**src/rtl/axi_pkg.sv**
```systemverilog
// Shared constants for the AXI read-channel arbiter: system dimensions,
// the fixed slave address map, and the per-master FSM state encoding.
// Optional feature macro (used by read_arbiter): AXI_DEFAULT_SLAVE_EN.
package axi_pkg;

    localparam int NUM_M     = 3;
    localparam int NUM_S     = 6;
    localparam int MIDX_BITS = 2;
    localparam int SIDX_BITS = 3;

    // Address map; element i describes slave i (inclusive bounds).
    localparam logic [NUM_S-1:0][31:0] S_BEGIN = {
        32'h2000_0000,  // S5
        32'h1001_0000,  // S4
        32'h1002_0000,  // S3
        32'h0002_0000,  // S2
        32'h0001_0000,  // S1
        32'h0000_0000   // S0
    };

    localparam logic [NUM_S-1:0][31:0] S_END = {
        32'h201F_FFFF,  // S5
        32'h1001_03FF,  // S4
        32'h1002_03FF,  // S3
        32'h0002_FFFF,  // S2
        32'h0001_FFFF,  // S1
        32'h0000_3FFF   // S0
    };

    typedef enum logic [1:0] {
        ST_IDLE = 2'd0,
        ST_ADDR = 2'd1,
        ST_DATA = 2'd2
    } mst_state_t;

    function automatic logic addr_in_range(
        input logic [31:0] addr,
        input logic [31:0] lo,
        input logic [31:0] hi
    );
        return (addr >= lo) && (addr <= hi);
    endfunction

endpackage

```
**src/rtl/addr_decoder.sv**
```systemverilog
// Address decoder: maps a read address onto the fixed slave map.
// A miss reports hit=0 and index NUM_S (the default-slave slot), so the
// caller decides whether a miss is routable.
module addr_decoder
    import axi_pkg::*;
(
    input  logic [31:0]          i_addr,
    output logic [SIDX_BITS-1:0] o_idx,
    output logic                 o_hit
);

    // Regions do not overlap, so at most one comparison can match.
    always_comb begin
        o_idx = SIDX_BITS'(NUM_S);
        o_hit = 1'b0;
        for (int i = 0; i < NUM_S; i++) begin
            if (addr_in_range(i_addr, S_BEGIN[i], S_END[i])) begin
                o_idx = SIDX_BITS'(i);
                o_hit = 1'b1;
            end
        end
    end

endmodule

```
**src/rtl/read_arbiter.sv**
```systemverilog
// AXI read-address arbiter: one IDLE/ADDR/DATA FSM per master and a
// busy/owner/round-robin-pointer triple per slave slot (slot NUM_S is the
// default slave). Index outputs come straight from registers.
// Optional feature: define AXI_DEFAULT_SLAVE_EN to route unmapped reads to
// the default slave; otherwise unmapped requests stay in IDLE.
module read_arbiter #(
    parameter int NUM_M     = axi_pkg::NUM_M,
    parameter int NUM_S     = axi_pkg::NUM_S,
    parameter int MIDX_BITS = axi_pkg::MIDX_BITS,
    parameter int SIDX_BITS = axi_pkg::SIDX_BITS
) (
    input  logic                              ACLK,
    input  logic                              ARESETn,
    input  logic [NUM_M-1:0]                  ARVALID_M,
    input  logic [NUM_M-1:0][31:0]            ARADDR_M,
    input  logic [NUM_M-1:0]                  ARREADY_M,
    input  logic [NUM_M-1:0]                  RVALID_M,
    input  logic [NUM_M-1:0]                  RREADY_M,
    input  logic [NUM_M-1:0]                  RLAST_M,
    output logic [NUM_S:0][MIDX_BITS-1:0]     SRIdx,
    output logic [NUM_M-1:0][SIDX_BITS-1:0]   MRIdx
);

    import axi_pkg::mst_state_t;
    import axi_pkg::ST_IDLE;
    import axi_pkg::ST_ADDR;
    import axi_pkg::ST_DATA;

    localparam int NSLOT = NUM_S + 1;
    localparam logic [MIDX_BITS-1:0] DUMMY_M = MIDX_BITS'(NUM_M);
    localparam logic [SIDX_BITS-1:0] DUMMY_S = SIDX_BITS'(NUM_S + 1);

    // Per-master state; r_sidx doubles as the MRIdx output register.
    mst_state_t           r_state [NUM_M];
    logic [SIDX_BITS-1:0] r_sidx  [NUM_M];

    // Per-slave state; r_owner doubles as the SRIdx output register.
    logic [NSLOT-1:0]     r_busy;
    logic [MIDX_BITS-1:0] r_owner [NSLOT];
    logic [MIDX_BITS-1:0] r_ptr   [NSLOT];

    logic [SIDX_BITS-1:0] w_target [NUM_M];
    logic [NUM_M-1:0]     w_dec_hit;
    logic [NUM_M-1:0]     w_routable;
    logic [NUM_M-1:0]     w_eligible;
    logic [NUM_M-1:0]     w_m_done;
    logic [NUM_M-1:0]     w_m_gnt;
    logic [NSLOT-1:0]     w_gnt_vld;
    logic [MIDX_BITS-1:0] w_gnt_idx [NSLOT];
    logic [NSLOT-1:0]     w_release;

    genvar gi;

    // ---------------- per-master decode and request qualification --------
    generate
        for (gi = 0; gi < NUM_M; gi++) begin : g_mst
            addr_decoder u_dec (
                .i_addr (ARADDR_M[gi]),
                .o_idx  (w_target[gi]),
                .o_hit  (w_dec_hit[gi])
            );

`ifdef AXI_DEFAULT_SLAVE_EN
            // A miss already decodes to the default-slave slot.
            assign w_routable[gi] = w_dec_hit[gi] | (w_target[gi] == SIDX_BITS'(NUM_S));
`else
            assign w_routable[gi] = w_dec_hit[gi];
`endif

            // Address is only looked at while IDLE, so later changes are ignored.
            assign w_eligible[gi] = (r_state[gi] == ST_IDLE) & ARVALID_M[gi] & w_routable[gi];
            assign w_m_done[gi]   = (r_state[gi] == ST_DATA) & RVALID_M[gi] & RREADY_M[gi] & RLAST_M[gi];
            assign w_m_gnt[gi]    = w_eligible[gi] & w_gnt_vld[w_target[gi]] &
                                    (w_gnt_idx[w_target[gi]] == MIDX_BITS'(gi));
            assign MRIdx[gi]      = r_sidx[gi];
        end
    endgenerate

    // ---------------- per-slave request collection and round-robin -------
    generate
        for (gi = 0; gi < NSLOT; gi++) begin : g_slv
            logic [NUM_M-1:0]     w_req;
            logic                 w_rel;
            logic                 w_gv;
            logic [MIDX_BITS-1:0] w_gidx;

            // Gather requests for this slot (only while free) and detect release.
            always_comb begin
                w_req = '0;
                w_rel = 1'b0;
                for (int m = 0; m < NUM_M; m++) begin
                    if (w_eligible[m] && (w_target[m] == SIDX_BITS'(gi)) && !r_busy[gi])
                        w_req[m] = 1'b1;
                    if (w_m_done[m] && (r_sidx[m] == SIDX_BITS'(gi)))
                        w_rel = 1'b1;
                end
            end

            // Round-robin pick: first requester at or after the pointer, wrapping.
            always_comb begin
                logic [MIDX_BITS-1:0] cand;
                w_gv   = 1'b0;
                w_gidx = '0;
                cand   = '0;
                for (int k = 0; k < NUM_M; k++) begin
                    cand = MIDX_BITS'((int'(r_ptr[gi]) + k) % NUM_M);
                    if (!w_gv && w_req[cand]) begin
                        w_gv   = 1'b1;
                        w_gidx = cand;
                    end
                end
            end

            assign w_gnt_vld[gi] = w_gv;
            assign w_gnt_idx[gi] = w_gidx;
            assign w_release[gi] = w_rel;
            assign SRIdx[gi]     = r_owner[gi];
        end
    endgenerate

    // Master FSMs and slave bookkeeping; reset aborts every grant at once.
    always_ff @(posedge ACLK or negedge ARESETn) begin
        if (!ARESETn) begin
            for (int m = 0; m < NUM_M; m++) begin
                r_state[m] <= ST_IDLE;
                r_sidx[m]  <= DUMMY_S;
            end
            r_busy <= '0;
            for (int s = 0; s < NSLOT; s++) begin
                r_owner[s] <= DUMMY_M;
                r_ptr[s]   <= '0;
            end
        end else begin
            for (int m = 0; m < NUM_M; m++) begin
                case (r_state[m])
                    ST_IDLE: begin
                        if (w_m_gnt[m]) begin
                            r_state[m] <= ST_ADDR;
                            r_sidx[m]  <= w_target[m];
                        end
                    end
                    ST_ADDR: begin
                        if (ARVALID_M[m] && ARREADY_M[m])
                            r_state[m] <= ST_DATA;
                    end
                    ST_DATA: begin
                        if (w_m_done[m]) begin
                            r_state[m] <= ST_IDLE;
                            r_sidx[m]  <= DUMMY_S;
                        end
                    end
                    default: begin
                        r_state[m] <= ST_IDLE;
                        r_sidx[m]  <= DUMMY_S;
                    end
                endcase
            end
            // Grant only looks at the registered busy flag, so a slot freed
            // at this edge cannot be handed out again until the next one.
            for (int s = 0; s < NSLOT; s++) begin
                if (w_gnt_vld[s]) begin
                    r_busy[s]  <= 1'b1;
                    r_owner[s] <= w_gnt_idx[s];
                    r_ptr[s]   <= MIDX_BITS'((int'(w_gnt_idx[s]) + 1) % NUM_M);
                end else if (w_release[s]) begin
                    r_busy[s]  <= 1'b0;
                    r_owner[s] <= DUMMY_M;
                end
            end
        end
    end

endmodule

```
**config.mk**
```make
export PLATFORM = sky130hd
export DESIGN_NAME = read_arbiter
export DESIGN_NICKNAME = d
export VERILOG_FILES = /design/src/rtl/axi_pkg.sv /design/src/rtl/addr_decoder.sv /design/src/rtl/read_arbiter.sv
export SDC_FILE = /design/constraint.sdc
export NUM_CORES = 1
export LEC_CHECK = 0
export CELL_PAD_IN_SITES_DETAIL_PLACEMENT = 0
export CELL_PAD_IN_SITES_GLOBAL_PLACEMENT = 2
export CORE_MARGIN = 1.5
export CORE_UTILIZATION = 28
export DETAILED_ROUTE_END_ITERATION = 16
export GPL_TIMING_DRIVEN = 0
export PLACE_DENSITY_LB_ADDON = 0.1
export SLEW_MARGIN = 10
export SYNTH_ARGS = -nofsm -noshare
export SYNTH_HDL_FRONTEND = slang
export SYNTH_SLANG_ARGS = --single-unit
```
**constraint.sdc**
```tcl
create_clock -name ACLK -period 3.5 [get_ports ACLK]
set_input_delay 0.7 -clock ACLK [delete_from_list [all_inputs] [get_ports ACLK]]
set_output_delay 0.7 -clock ACLK [all_outputs]
set_load 0.1 [all_outputs]
```
==> results.sh, run 1 <==
export IMPL_synth_area_leaders="dfstp_2 12%, dfrtp_1 12%, nand2_1 5.4%"
export IMPL_finalHoldWorstSlack_ns=0.367
export IMPL_combPwrFrac=0.303
export IMPL_drv_cap=0
export IMPL_start_util=0.290
export IMPL_root_buffer="clkbuf_16"
export IMPL_coreArea_um2=17500
export IMPL_area_delta_synth_final_pct=58.1
export IMPL_r2r_end="MRIdx[2]$_DFFE_PN1P_"
export IMPL_die_w_um=137
export IMPL_drive_gt1_frac=0.317
export IMPL_regToRegSetupSlack_ns=0.31
export IMPL_crit_start="ARADDR_M[94]"
export IMPL_max_slew_margin=0.292
export IMPL_ios=136
export IMPL_min_path_type="primary input to asynchronous set/reset pin"
export IMPL_cts_made_buffers=5
export IMPL_setup_tns_ns=0
export IMPL_synth_cells=649
export IMPL_netlist_area_um2=5060
export IMPL_cpPeakStageDelay_ns=0.59
export IMPL_rsz0062_at_grt="yes"
export IMPL_yosys_warnings=0
export IMPL_hold_viol_final=0
export IMPL_total_power_uw=1710
export IMPL_synth_edf_count=0
export IMPL_avgSynthCellArea_um2=7.80
export IMPL_skew_ns=0.00598
export IMPL_grt_usage=0.222
export IMPL_final_nets=974
export IMPL_wire_per_inst_um=19.7
export IMPL_dp_hpwl_um=16000
export IMPL_yosysTopAreaCell="dfstp_2"
export IMPL_diodes=0
export IMPL_ys_seq_area_frac=0.238
export IMPL_critPathRequiredTime_ns=3.72
export IMPL_status="completed"
export IMPL_pwr_share_clk=0.341
export IMPL_vias=6024
export IMPL_p_leak_uw=0.00317
export IMPL_overflow=0
export IMPL_r2r_start="r_state[3]$_DFFE_PN0P_"
export IMPL_netlist_area_leader_share=0.119
export IMPL_critPathLaunchType="primary input"
export IMPL_grt_pass1_vias=5758
export IMPL_reg2regPathDepth=10
export IMPL_drt_iter0_drc=300
export IMPL_ys_types=89
export IMPL_cp_end_kind="flip-flop"
export IMPL_cts_tree="done"
export IMPL_clock_sinks=47
export IMPL_synth_nets=779
export IMPL_crit_path_top_delay_cell="or4b_4"
export IMPL_fmax_mhz=292
export IMPL_antenna_found_initial=0
export IMPL_fin_crit_ns=3.43
export IMPL_viasPerCell=5.63
export IMPL_first_pass_iters=5
export IMPL_drc=0
export IMPL_cts_max_level=2
export IMPL_seqPwrFrac=0.356
export IMPL_port_buffers=114
export IMPL_fp_dieH_um=137
export IMPL_p_int_uw=1110
export IMPL_crit_path_cell_trace="clkbuf_2, or4b_4, o41a_1, a2111oi_4, buf_4, nor2b_4, o2bb2ai_2, a211o_1, a211oi_4, o221ai_2, a22oi_1"
export IMPL_rows=48
export IMPL_irDropWorstVdd_mv=0.251
export IMPL_cp_max_fo=5
export IMPL_setup_viol=0
export IMPL_finalCritPeriodShare=0.980
export IMPL_synthArstFlopShare=1.00
export IMPL_switching_share=0.352
export IMPL_clock_latency_ns=0.30
export IMPL_clk_pin_slew_ns=0.07
export IMPL_critical_path_class="primary input to flip-flop"
export IMPL_place_congestion=0.908
export IMPL_finalWirelength_um=21100
export IMPL_dieArea_um2=18900
export IMPL_worst_pin_slew_ns=1.05
export IMPL_grt_start_max_net_pins=32
export IMPL_power_density_nw_per_um2=214
export IMPL_grt_pass1_wl_um=31900
export IMPL_yosys_register_bits=47
export IMPL_p_switching_uw=604
export IMPL_clk_path_buf_depth=2
export IMPL_arrival_ns=3.65
export IMPL_drtAntennaViolNets=0
export IMPL_ys_flop_type="dfrtp_1"
export IMPL_finalMaxSlewViolations=0
==> per-stage QoR <==
stage	std cells	area (µm²)	utilization	setup slack, ns
4_1_cts	1035	7510	0.430	-0.00283
3_3_place_gp	988	6480	0.371	-1.50
6_report	1070	8000	0.458	0.0714
2_1_floorplan	649	5060	-	0.0555
3_5_place_dp	989	6500	0.372	-1.54
5_1_grt	1070	8000	0.458	-0.0484
==> logic make-up (layout without fill, tap and decap cells) <==
kind of cell               after synthesis  in the layout  share of synthesized area
and+or+nand+nor                        327            327                      0.372
DFF                                     47             47                      0.238
adders and majority gates               27             27                     0.0620
muxes                                    7              7                     0.0148
buffers and inverters                   59            255                     0.0442
AOI/OAI and AO/OA                      182            182                      0.269
==> Yosys cell counts (9+ instances only) <==
library cell / number
nand2_1: 73
nor2_1: 40
inv_1: 36
o21ai_0: 36
nor3_1: 34
a21oi_1: 30
dfrtp_1: 24
dfstp_2: 23
nand3_1: 23
nor4_1: 21
clkbuf_1: 19
ha_1: 17
nand4_1: 15
and2_1: 14
and3_1: 10
nand2b_1: 10
o21a_1: 10
maj3_1: 9
nor3b_1: 9
nor4b_1: 9
or4_1: 9
==> state kept, by name, indices dropped and copies added, names as in the netlist <==
signal,cells
r_ptr,12
r_busy,6
r_state,6
MRIdx,9
SRIdx,14
==> placed cells by master, fill, tap and decap left out, types with 15 or more instances in the layout <==
cell,count
inv_1,36
nand2_1,70
nor2_1,36
ha_1,17
o21ai_0,32
a21oi_1,28
nand4_1,15
dfrtp_1,24
buf_4,76
dlymetal6s2s_1,16
nor3_1,23
nand3_1,17
clkdlybuf4s50_1,56
clkbuf_2,15
nor4_4,16
dfstp_2,23
==> worst max-delay path: cells and delay by family <==
family                 cells  cell delay, ns
and+or+nand+nor            2            0.63
AOI/OAI and AO/OA          7            1.97
buffers and inverters      2            0.33
==> power by group through the flow <==
stage / combinational (µW) / sequential [µW] / clock [µW]
2_1_floorplan: 99.4 / 784 / 0
3_3_place_gp: 471 / 617 / 0
3_5_place_dp: 476 / 619 / 0
4_1_cts: 501 / 610 / 605
5_1_grt: 548 / 614 / 623
6_report: 520 / 609 / 584
==> worst max path at each step <==
stage / endpoint / slack, ns / cells after the start
5_1_grt: MRIdx[2]$_DFFE_PN1P_ / -0.05 / 12
4_1_cts: MRIdx[5]$_DFFE_PN1P_ / -0.003 / 12
3_5_place_dp: MRIdx[3]$_DFFE_PN1P_ / -1.54 / 11
6_report: MRIdx[2]$_DFFE_PN1P_ / 0.07 / 11
3_3_place_gp: MRIdx[3]$_DFFE_PN1P_ / -1.50 / 11
2_1_floorplan: r_ptr[10]$_DFFE_PN0N_ / 0.06 / 9
==> layer usage <==
metal	vias to the layer above	global-route usage	part of all wire	routed length, µm
met5	-	0	0	0
met4	0	0.0532	0.018	376
met3	25	0.0353	0.050	1050
met2	179	0.378	0.49	10200
met1	2934	0.293	0.45	9430
li1	2886	-	-	-
==> cell type report <==
| cell class | count | area [µm²] |
|---|---|---|
| buffer | 17 | 72.6 |
| clock buffer | 5 | 125 |
| clock inverter | 3 | 46.3 |
| fill | 1789 | 9480 |
| inverter | 36 | 135 |
| multi-input combinational | 543 | 4410 |
| sequential | 47 | 1200 |
| tap | 225 | 282 |
| timing repair buffer | 194 | 1720 |
==> what timing repair did <==
| action | 4_1_cts | 5_1_grt |
|---|---|---|
| gates resized for setup | 175 | 100 |
| pin swaps | 46 | 60 |
| hold buffers | 0 | 0 |
| buffers inserted | 43 | 36 |
| endpoints found under the setup margin | 39 | 20 |
Power figures use the tool's default switching activity.
==> inputs of run 2 (changes only) <==
--- a/config.mk
+++ b/config.mk
@@ -11,6 +11,7 @@
 export CORE_UTILIZATION = 28
 export DETAILED_ROUTE_END_ITERATION = 16
 export GPL_TIMING_DRIVEN = 0
+export HOLD_SLACK_MARGIN = 0.12
 export PLACE_DENSITY_LB_ADDON = 0.1
 export SLEW_MARGIN = 10
 export SYNTH_ARGS = -nofsm -noshare
==> results of run 2 <==
Same layout as run 1: the final DEF is identical, and so are final timing and power.
